--- config.mk ---
export PLATFORM = sky130hd
export DESIGN_NAME = ama_riscv_imm_ctrl
export DESIGN_NICKNAME = d
export VERILOG_FILES = /design/src/rtl/ama_riscv_imm_ctrl.sv
export SDC_FILE = /design/constraint.sdc
export NUM_CORES = 1
export LEC_CHECK = 0
export BUFFER_PORTS_ARGS = -buffer_cell sky130_fd_sc_hd__clkbuf_2
export CORE_UTILIZATION = 44
export CTS_BUF_LIST = sky130_fd_sc_hd__clkbuf_8 sky130_fd_sc_hd__clkbuf_16
export CTS_CLUSTER_SIZE = 16
export DETAILED_ROUTE_END_ITERATION = 8
export PLACE_DENSITY_LB_ADDON = 0.15
export SLEW_MARGIN = 20
export SYNTH_ARGS = -nofsm -noshare
export SYNTH_HDL_FRONTEND = slang
export SYNTH_SLANG_ARGS = --single-unit
--- constraint.sdc ---
create_clock -name clk -period 1.7 [get_ports clk]
set_input_delay 0.34 -clock clk [delete_from_list [all_inputs] [get_ports clk]]
set_output_delay 0.34 -clock clk [all_outputs]
set_load 0.01 [all_outputs]
--- src/rtl/ama_riscv_imm_ctrl.sv ---
// Decode-stage controller for the immediate generator: ID pipeline register,
// opcode decode to generator select/enable, stall/flush handling and post-reset NOP window.
module ama_riscv_imm_ctrl #(
  parameter int          RST_NOP_CYCLES = 3,
  parameter logic [31:0] NOP_INST       = 32'h00000013
) (
  input  logic        clk,
  input  logic        rst_n,
  input  logic [31:0] inst_in,
  input  logic        inst_valid,
  output logic        inst_ready,
  input  logic        stall,
  input  logic        flush,
  output logic        ig_en,
  output logic [3:0]  ig_sel,
  output logic [24:0] ig_in,
  output logic        id_valid,
  output logic [31:0] id_inst,
  output logic        illegal_inst,
  output logic [1:0]  state
);

  localparam logic [3:0] IG_DISABLED = 4'd0;
  localparam logic [3:0] IG_I_TYPE   = 4'd1;
  localparam logic [3:0] IG_S_TYPE   = 4'd2;
  localparam logic [3:0] IG_B_TYPE   = 4'd3;
  localparam logic [3:0] IG_J_TYPE   = 4'd4;
  localparam logic [3:0] IG_U_TYPE   = 4'd5;

  // Counter only needs to reach RST_NOP_CYCLES-1.
  localparam int              CW       = (RST_NOP_CYCLES > 1) ? $clog2(RST_NOP_CYCLES) : 1;
  localparam logic [CW-1:0]   CNT_LAST = CW'(RST_NOP_CYCLES - 1);

  typedef enum logic [1:0] {
    ST_RST_NOP = 2'd0,
    ST_RUN     = 2'd1,
    ST_HOLD    = 2'd2
  } state_t;

  state_t        state_q;
  logic [CW-1:0] cnt_q;
  logic [3:0]    dec_sel;
  logic          dec_illegal;
  logic          load;

  // Handshake: an instruction transfers on a rising edge where inst_valid && inst_ready;
  // inst_ready is only high in RUN without stall, and inst_in must be held until it transfers.
  assign inst_ready = (state_q == ST_RUN) && !stall;
  assign load       = inst_valid && inst_ready;

  always_comb begin
    dec_sel     = IG_DISABLED;
    dec_illegal = 1'b0;
    case (inst_in[6:0])
      7'b0000011, 7'b0010011, 7'b1100111, 7'b1110011: dec_sel = IG_I_TYPE;
      7'b0100011:                                     dec_sel = IG_S_TYPE;
      7'b1100011:                                     dec_sel = IG_B_TYPE;
      7'b1101111:                                     dec_sel = IG_J_TYPE;
      7'b0110111, 7'b0010111:                         dec_sel = IG_U_TYPE;
      7'b0110011:                                     dec_sel = IG_DISABLED;
      default:                                        dec_illegal = 1'b1;
    endcase
  end

  always_ff @(posedge clk or negedge rst_n) begin
    if (!rst_n) begin
      state_q      <= ST_RST_NOP;
      cnt_q        <= '0;
      id_inst      <= NOP_INST;
      id_valid     <= 1'b0;
      ig_sel       <= IG_DISABLED;
      illegal_inst <= 1'b0;
    end else begin
      case (state_q)
        ST_RST_NOP: begin
          // Flush is irrelevant here: the register already carries bubbles.
          id_inst      <= NOP_INST;
          id_valid     <= 1'b0;
          ig_sel       <= IG_DISABLED;
          illegal_inst <= 1'b0;
          if (cnt_q == CNT_LAST) begin
            state_q <= ST_RUN;
            cnt_q   <= '0;
          end else begin
            cnt_q <= cnt_q + 1'b1;
          end
        end
        ST_RUN: begin
          if (flush) begin
            id_inst      <= NOP_INST;
            id_valid     <= 1'b0;
            ig_sel       <= IG_DISABLED;
            illegal_inst <= 1'b0;
          end else if (stall) begin
            illegal_inst <= 1'b0;
            state_q      <= ST_HOLD;
          end else if (load) begin
            id_inst      <= inst_in;
            id_valid     <= 1'b1;
            ig_sel       <= dec_sel;
            illegal_inst <= dec_illegal;
          end else begin
            id_inst      <= NOP_INST;
            id_valid     <= 1'b0;
            ig_sel       <= IG_DISABLED;
            illegal_inst <= 1'b0;
          end
        end
        ST_HOLD: begin
          if (flush) begin
            id_inst      <= NOP_INST;
            id_valid     <= 1'b0;
            ig_sel       <= IG_DISABLED;
            illegal_inst <= 1'b0;
            state_q      <= ST_RUN;
          end else begin
            // Held instruction stays in place through the release cycle.
            illegal_inst <= 1'b0;
            if (!stall) state_q <= ST_RUN;
          end
        end
        default: state_q <= ST_RST_NOP;
      endcase
    end
  end

  assign ig_en = id_valid && (ig_sel != IG_DISABLED);
  assign ig_in = id_inst[31:7];
  assign state = state_q;

endmodule

-- Word-level counts from Yosys, hierarchy flattened
Cells that the tools add are included.
- register bits: 42
- word-level logic and storage cells: 68
- add/sub/neg operators: 1
- equality and inequality tests: 19
- multiplexer cells: 28
- reductions and logical operators: 14
- operators with widths (operator ; number):
    32-bit 2-to-1 mux ; 4
    32-bit one-hot mux with 3 select lines ; 1
    7-bit == test (second input constant) ; 4
    7-bit by 6-bit == test with 1-bit output (second input constant) ; 3
    4-bit 2-to-1 mux ; 4
    3-bit one-hot mux with 5 select lines ; 1
    7-bit by 5-bit == test with 1-bit output (second input constant) ; 2
    2-bit 2-to-1 mux ; 6
    4-bit one-hot mux with 3 select lines ; 1
    10-bit OR reduction ; 1
    1-bit 2-to-1 mux ; 8
    2-bit != test (second input constant) ; 4
    7-bit by 2-bit == test with 1-bit output (second input constant) ; 1
    3-bit != test (second input constant) ; 2
    2-bit one-hot mux with 3 select lines ; 1
    2-bit == test (second input constant) ; 2
    4-bit AND reduction ; 1
    4-bit nonzero test ; 1
    2-bit OR reduction ; 2
    4-bit OR reduction ; 1
    1-bit logical AND ; 3
    1-bit one-hot mux with 3 select lines ; 1
    3-bit AND reduction ; 1
    3-bit nonzero test ; 1
    other kinds (6) ; 6

-- Depth between registers and ports, before layout
Gate-level depths: netlist of the first run.
- word-level depth: 7
- depth in mapped cells: 5
- mapped depth without buffers: 3

-- Least setup slack after synthesis of the first run
OpenSTA, ideal clock, no wires.
- path type: reg-to-reg
- start: register state_q[0], in the netlist state[0]
- end: register id_inst[28]
- arrival time: 1270 ps
- slack: 310 ps
- stages on the path, launching flop included: 5
- path buffers: 1
- period minus slack after synthesis: 1390 ps
- path through: dfrtp_1 nand2b_1 a22o_4 buf_6 a22o_4
- cells in the longest elaborated chain, start to end: 7
- elaborated cells on any way between the ends: 13
- RTL lines (what ; RTL line ; text):
    start, declared ; 40 ; state_t state_q;
    start signal, assigned ; 67 ; state_q <= ST_RST_NOP;
    start signal, assigned ; 82 ; state_q <= ST_RUN;
    start signal, assigned ; 96 ; state_q <= ST_HOLD;
    2-bit by 1-bit == test with 1-bit output ; 48, 74 ;
    1-bit logical AND ; 48 ; assign inst_ready = (state_q == ST_RUN) && !stall;
    1-bit logical AND ; 49 ; assign load = inst_valid && inst_ready;
    32-bit 2-to-1 mux ; 97 ; end else if (load) begin
    32-bit 2-to-1 mux ; 94 ; end else if (stall) begin
    32-bit 2-to-1 mux ; 89 ; if (flush) begin
    32-bit one-hot mux with 3 select lines ; 74 ; case (state_q)
    end signal, assigned ; 98 ; id_inst <= inst_in;
    end, declared ; 18 ; output logic [31:0] id_inst,
Several ways; a longest one is shown, not always the timed one. The select of a mux whose other input is x is not followed.
A chain may end at the register's enable or synchronous reset.

-- Worst setup path in the final report of the first run
- start: register state_q[1], in the netlist state[1]
- end: output inst_ready
- cells in the longest elaborated chain, start to end: 2
- RTL lines (what ; RTL line ; text):
    2-bit by 1-bit == test with 1-bit output ; 48 ;
    1-bit logical AND ; 48 ;
    end, declared ; 11 ; output logic inst_ready,
No other way between the ends.

==> summary.md, run 1 <==
| Metric | Value |
|---|---|
| Status | finished, final reports clean |
| CP max-delay cell | dfrtp_1 |
| Worst hold slack | 0.01339 ns |
| WL/cell | 15.31 um |
| Core Rows | 23 |
| Leakage | 0.001297 uW |
| Post-synth EDFFs | 0 |
| Slew Viols, Final | 0 |
| DRT antenna net count | 0 |
| Setup_tns | 0 ns |
| Clock power share | 31.7% |
| DRT iter0 DRCs | 53 |
| Seq pwr share | 46.7% |
| Final core utilization | 57.87% |
| Overall routing resource usage | 19.47% |
| H-tree depth | 2 |
| Clock skew | 0.007849 ns |
| Pint | 1713 uW |
| Slew @ Worst Pin | 0.5389 ns |
| Fmax | 617.8 MHz |
| Die area | 4621 sq um |
| Fraction of layout cells with a size suffix above 1 | 51.97% |
| Max IR drop VDD | 0.5811 mV |
| First-pass GRT wire length | 6.548 mm |
| Power share of the combinational group | 21.7% |
| Chip Height | 67.98 um |
| Critical path fanouts, max | 12 |
| Final Hold Fails | 0 |
| Slew Limit Headroom | 64.07% |
| WP data arrival | 1.28 ns |
| Async set-or-reset flop fraction in the synthesized netlist | 100.0% |
| Mapped Area | 1916 sq um |
| Pin count of the biggest net entering global routing | 34 |
| Port bufs | 102 |
| Worst Hold Class | in2async |
| Die width | 67.98 um |
| Nets@finish | 265 |
| Vias in the first global route | 1380 |
| Startpoint types | flop |
| Max clock buf depth | 2 |
| Crit-path max cell delay | 0.53 ns |
| Period minus WS final | 1.619 ns |
| Synthesized Nets | 188 |
| Ant diodes | 0 |
| Num CTS Buffers | 5 |
| Postcts setup bufs | 0 |
| Register area share after synthesis | 53.76% |
| Critical Path RT | 1.36 ns |
| Period utilization | 95.21% |
| Clk_lat worst skew | 0.29 ns |
| Remaining DRCs | 0 |
| Clock Sink Count | 41 |
| Routed wire length | 4.272 mm |
| Area grow syn2layout | 23.45% |
| Crit path cell chain | nor3b_4 > clkbuf_2 |
| Clk slew on worst S/H paths | 0.08 ns |
| Core Area | 4086 sq um |
| CTS resizes | 0 |
| Fin cells | 279 |
| Cell count after synthesis | 151 |
| DR vias | 1476 |
| IO Pins | 104 |
| Endpoints failing setup | 0 |
| CTS tree | yes |
| Psw | 701.4 uW |
| Detailed placer's ending HPWL | 3.005 mm |
| Initial antenna violation count | 0 |
| Switching share of power | 29.06% |
| Inst Count DP | 271 |
| CP endpoint kind | primary output |
| Syn avg cell area | 12.69 sq um |
| CTS Root Cell | clkbuf_8 |
| Initial core utilization | 46.88% |
| Max Cap Violations | 0 |
| Synth Warn # | 0 |
| #FFs+latches synth | 41 |
| GR Overflow Total | 0 |
| Netlist cell types | 37 |
| Pwr/cell area | 1021 nW/um^2 |
| Kind of critical path | reg2out |
| Vias per inst | 5.290 |
| Cts hold-fix bufs | 0 |
| Routability cong. | 0.7122 |
| Unrepaired setup endpoints after global routing | no |
| Pre-antenna DRT Iters | 4 |
| Top_reg_cell synth | dfrtp_1 |
-- worst max-delay path: cells and delay by family, from the launching register on --
family / cells / cell delay [ns]
flops: 1 / 0.53
buf+inv: 1 / 0.17
simple gates: 1 / 0.29
-- layer usage --
layer,global-route usage [%],share of wire (%),vias up
met5,0,0,-
met4,9.635,2.2,0
met3,4.833,5.9,9
met2,32.72,49,61
met1,22.96,43,719
li1,-,-,687
-- synthesized netlist by cell type, types with 2 or more instances --
library cell	count	share of area, %
o22a_1	2	0.91
a22o_4	2	1.8
buf_6	6	3.5
a21oi_1	4	1.0
dfstp_2	3	4.1
nand2_1	3	0.59
nor3b_1	2	0.78
o21ai_0	2	0.52
nand2b_1	6	2.0
buf_4	27	11
a22o_1	28	13
or4b_1	2	1.0
a32o_1	2	1.0
nand3_1	2	0.52
dfrtp_1	38	50
-- cells by family after synthesis --
kind of cell	share of synthesized area [%]
buffers and inverters	14.56
AOI/OAI and AO/OA	21.75
other	0.1958
DFF	53.76
and+or+nand+nor	9.733
-- registers in the layout (all words and copies together) (netlist names) --
register	flops
id_inst	32
ig_sel	3
cnt_q	2
state	2
id_valid	1
illegal_inst	1
-- area by class of cell --
cell class,instances,area (sq um)
fill,358,1722
sequential,41,1030
multi-input combinational,75,606.8
timing repair buffer,105,558.0
clock buffer,5,68.82
tap,50,62.56
clock inverter,3,38.79
-- cell usage in the layout (no fill, tap or decap), types with 3 or more instances in the layout --
cell type  Yosys  routed
clkbuf_2       0     102
dfrtp_1       38      38
clkbuf_8       0       5
nand2_1        3       3
nand2b_1       6       6
a22o_1        28      28
a21oi_1        4       4
dfstp_2        3       3
-- power groups by stage --
stage | clock (uW) | combinational, uW | sequential, uW
2_1_floorplan | 0 | 355 | 1160
3_3_place_gp | 0 | 510 | 1140
3_5_place_dp | 0 | 528 | 1140
4_1_cts | 794 | 529 | 1130
5_1_grt | 836 | 577 | 1140
6_report | 765 | 523 | 1130
-- per-stage QoR --
| stage | area (sq um) | setup slack (ns) | power [uW] |
|---|---|---|---|
| floorplan | 1916 | 0.3104 | 1510 |
| global placement | 2257 | 0.2909 | 1646 |
| detailed placement | 2257 | 0.2278 | 1671 |
| CTS | 2365 | 0.08213 | 2448 |
| global route | 2365 | 0.005658 | 2555 |
| finish | 2365 | 0.08135 | 2414 |
-- final timing paths --
path                                        start                      end  slack [ns]  cells after the start
setup reg to reg             state[1]$_DFFE_PN0P_    ig_sel[0]$_DFFE_PN0P_        0.20                      4
max in group asynchronous                   rst_n   id_inst[3]$_DFFE_PN0P_        1.18                      2
min in group clk                      inst_in[19]  id_inst[19]$_DFFE_PN0P_        0.26                      2
hold / removal                              rst_n  id_inst[14]$_DFFE_PN0P_        0.01                      1
setup / recovery             state[1]$_DFFE_PN0P_               inst_ready        0.08                      2
hold reg to reg            id_inst[2]$_DFFE_PN0P_   id_inst[2]$_DFFE_PN0P_        0.51                      1
Power figures use the tool's default switching activity.
==> run 2: changes to the inputs <==
==> constraint.sdc (replaced) <==
create_clock -name clk -period 1.84 [get_ports clk]
set_input_delay 0.368 -clock clk [delete_from_list [all_inputs] [get_ports clk]]
set_output_delay 0.368 -clock clk [all_outputs]
set_load 0.01 [all_outputs]
==> summary.md, run 2 (synthesized netlist as in run 1, its figures left out) <==
| Metric | Value |
|---|---|
| Clk slew on worst S/H paths | 0.08 ns |
| Fmax | 589.9 MHz |
| Pin count of the biggest net entering global routing | 34 |
| Critical path fanouts, max | 14 |
| Ant diodes | 0 |
| GR Overflow Total | 0 |
| Routability cong. | 0.6881 |
| Slew Limit Headroom | 62.40% |
| H-tree depth | 2 |
| Crit path max-delay family | flip-flops |
| Postcts setup bufs | 0 |
| Initial antenna violation count | 0 |
| Final Hold Fails | 0 |
| Worst hold slack | 0.06046 ns |
| Final core utilization | 57.78% |
| Max Cap Violations | 0 |
| Max clock buf depth | 2 |
| CP endpoint kind | primary output |
| Leakage | 0.001298 uW |
| Clock Sink Count | 41 |
| Crit path buffers/inverters | 1 |
| Crit path cell chain | nor3b_4 > clkbuf_2 |
| Vias in the first global route | 1332 |
| Pre-antenna DRT Iters | 4 |
| Most frequent cells in the layout | clkbuf_2, dfrtp_1, a22o_1, nand2b_1, clkbuf_8 |
| IO Pins | 104 |
| Cts hold-fix bufs | 0 |
| Port bufs | 102 |
| Fillers | 348 |
| WP data arrival | 1.33 ns |
| CP max-delay cell | dfrtp_1 |
| Status | finished, final reports clean |
| Flop-to-flop setup slack | 0.27 ns |
| Die area | 4621 sq um |
| DRT antenna net count | 0 |
| Psw | 616.9 uW |
| Chip Height | 67.98 um |
| Clk_lat worst skew | 0.29 ns |
| WL/cell | 14.62 um |
| Core Area | 4086 sq um |
| Die width | 67.98 um |
| Pint | 1607 uW |
| Clock skew | 0.005273 ns |
| CTS tree | yes |
| Area grow syn2layout | 23.25% |
| Seq pwr share | 47.7% |
| Core Rows | 23 |
| Slew Viols, Final | 0 |
| Pwr/cell area | 941.7 nW/um^2 |
| Most flop-heavy register | id_inst |
| First-pass GRT wire length | 6.161 mm |
| Unrepaired setup endpoints after global routing | no |
| CTS resizes | 0 |
| Max FFs per register | 32 |
| Worst slack, placed | 0.2775 ns |
| Period minus WS final | 1.695 ns |
| Max IR drop VDD | 0.5821 mV |
| Biggest registers after layout | id_inst (32), ig_sel (3) |
| DR vias | 1469 |
| Worst path depth | 2 |
| Kind of critical path | reg2out |
| Clock power share | 32.6% |
| CTS Root Cell | clkbuf_8 |
| Endpoints failing setup | 0 |
| Switching share of power | 27.74% |
| Routed wire length | 4.079 mm |
| Remaining DRCs | 0 |
| Crit Reg-Reg Endpoint | ig_sel[2]$_DFFE_PN0P_ |
| Commonest non-fill, non-tap cell in the layout | clkbuf_2 |
| Power share of the combinational group | 19.7% |
| Critical Path RT | 1.47 ns |
| Initial core utilization | 46.88% |
| Inst Count DP | 271 |
| Crit-path max cell delay | 0.57 ns |
| Nets@finish | 265 |
| DRT iter0 DRCs | 81 |
| Overall routing resource usage | 18.45% |
| Worst flop-to-flop path startpoint | state[0]$_DFFE_PN0P_ |
| Final worst slack | 0.1449 ns |
| Fin cells | 279 |
| Period utilization | 92.13% |
| Fraction of layout cells with a size suffix above 1 | 51.97% |
| FF-to-FF path depth | 4 |
| Detailed placer's ending HPWL | 3.022 mm |
| Vias per inst | 5.265 |
| Setup_tns | 0 ns |
| Slew @ Worst Pin | 0.5640 ns |
| Worst Hold Class | in2async |
| Num CTS Buffers | 5 |
| Startpoint types | flop |
## run 2: cell types whose count changed in the layout (fill, tap and decap cells not counted)
cell / change
buf_12: -1
buf_4: +1
clkbuf_8: +1
clkinv_2: -1
## run 2: how the worst max path moves through the flow
stage,startpoint,to,slack (ns)
floorplan,state[0]$_DFFE_PN0P_,id_inst[28]$_DFFE_PN0P_,0.45
global placement,state[0]$_DFFE_PN0P_,ig_sel[2]$_DFFE_PN0P_,0.33
detailed placement,state[0]$_DFFE_PN0P_,ig_sel[2]$_DFFE_PN0P_,0.28
CTS,state[0]$_DFFE_PN0P_,inst_ready,0.14
global route,state[0]$_DFFE_PN0P_,inst_ready,0.07
finish,state[0]$_DFFE_PN0P_,inst_ready,0.14
## run 2: worst reg2reg max path, delay by kind of cell, from the launching register on
kind / cells / cell delay [ns]
AND/OR/NAND/NOR: 2 / 0.54
buffers and inverters: 1 / 0.23
flip-flops: 1 / 0.57
AO/OA/AOI/OAI: 1 / 0.18
## run 2: metal layers
layer,routed length (um),track usage (%),vias to the layer above
met5,0,0,-
met4,55,8.073,0
met3,291,4.667,7
met2,2078,32.11,60
met1,1654,21.19,711
li1,-,-,691
## run 2: layout make-up
| type | count | area (sq um) | share of cell area (%) |
|---|---|---|---|
| Multi-Input combinational cell | 75 | 606.8 | 25.70 |
| Clock buffer | 6 | 82.58 | 3.498 |
| Clock inverter | 2 | 33.78 | 1.431 |
| Timing Repair Buffer | 105 | 545.5 | 23.11 |
| Tap cell | 50 | 62.56 | 2.650 |
| Sequential cell | 41 | 1030 | 43.61 |
## run 2: power by group through the flow
stage,logic (uW),clock network [uW],registers [uW]
final,438,724,1060
after global routing,485,801,1080
after CTS,446,752,1060
after detailed placement,443,0,1080
after global placement,432,0,1070
after floorplan,328,0,1070
## run 2: stage by stage
stage | total power, uW | area, sq um
final | 2223 | 2361
after global routing | 2361 | 2361
after CTS | 2258 | 2361
after detailed placement | 1520 | 2245
after global placement | 1500 | 2245
after floorplan | 1395 | 1916
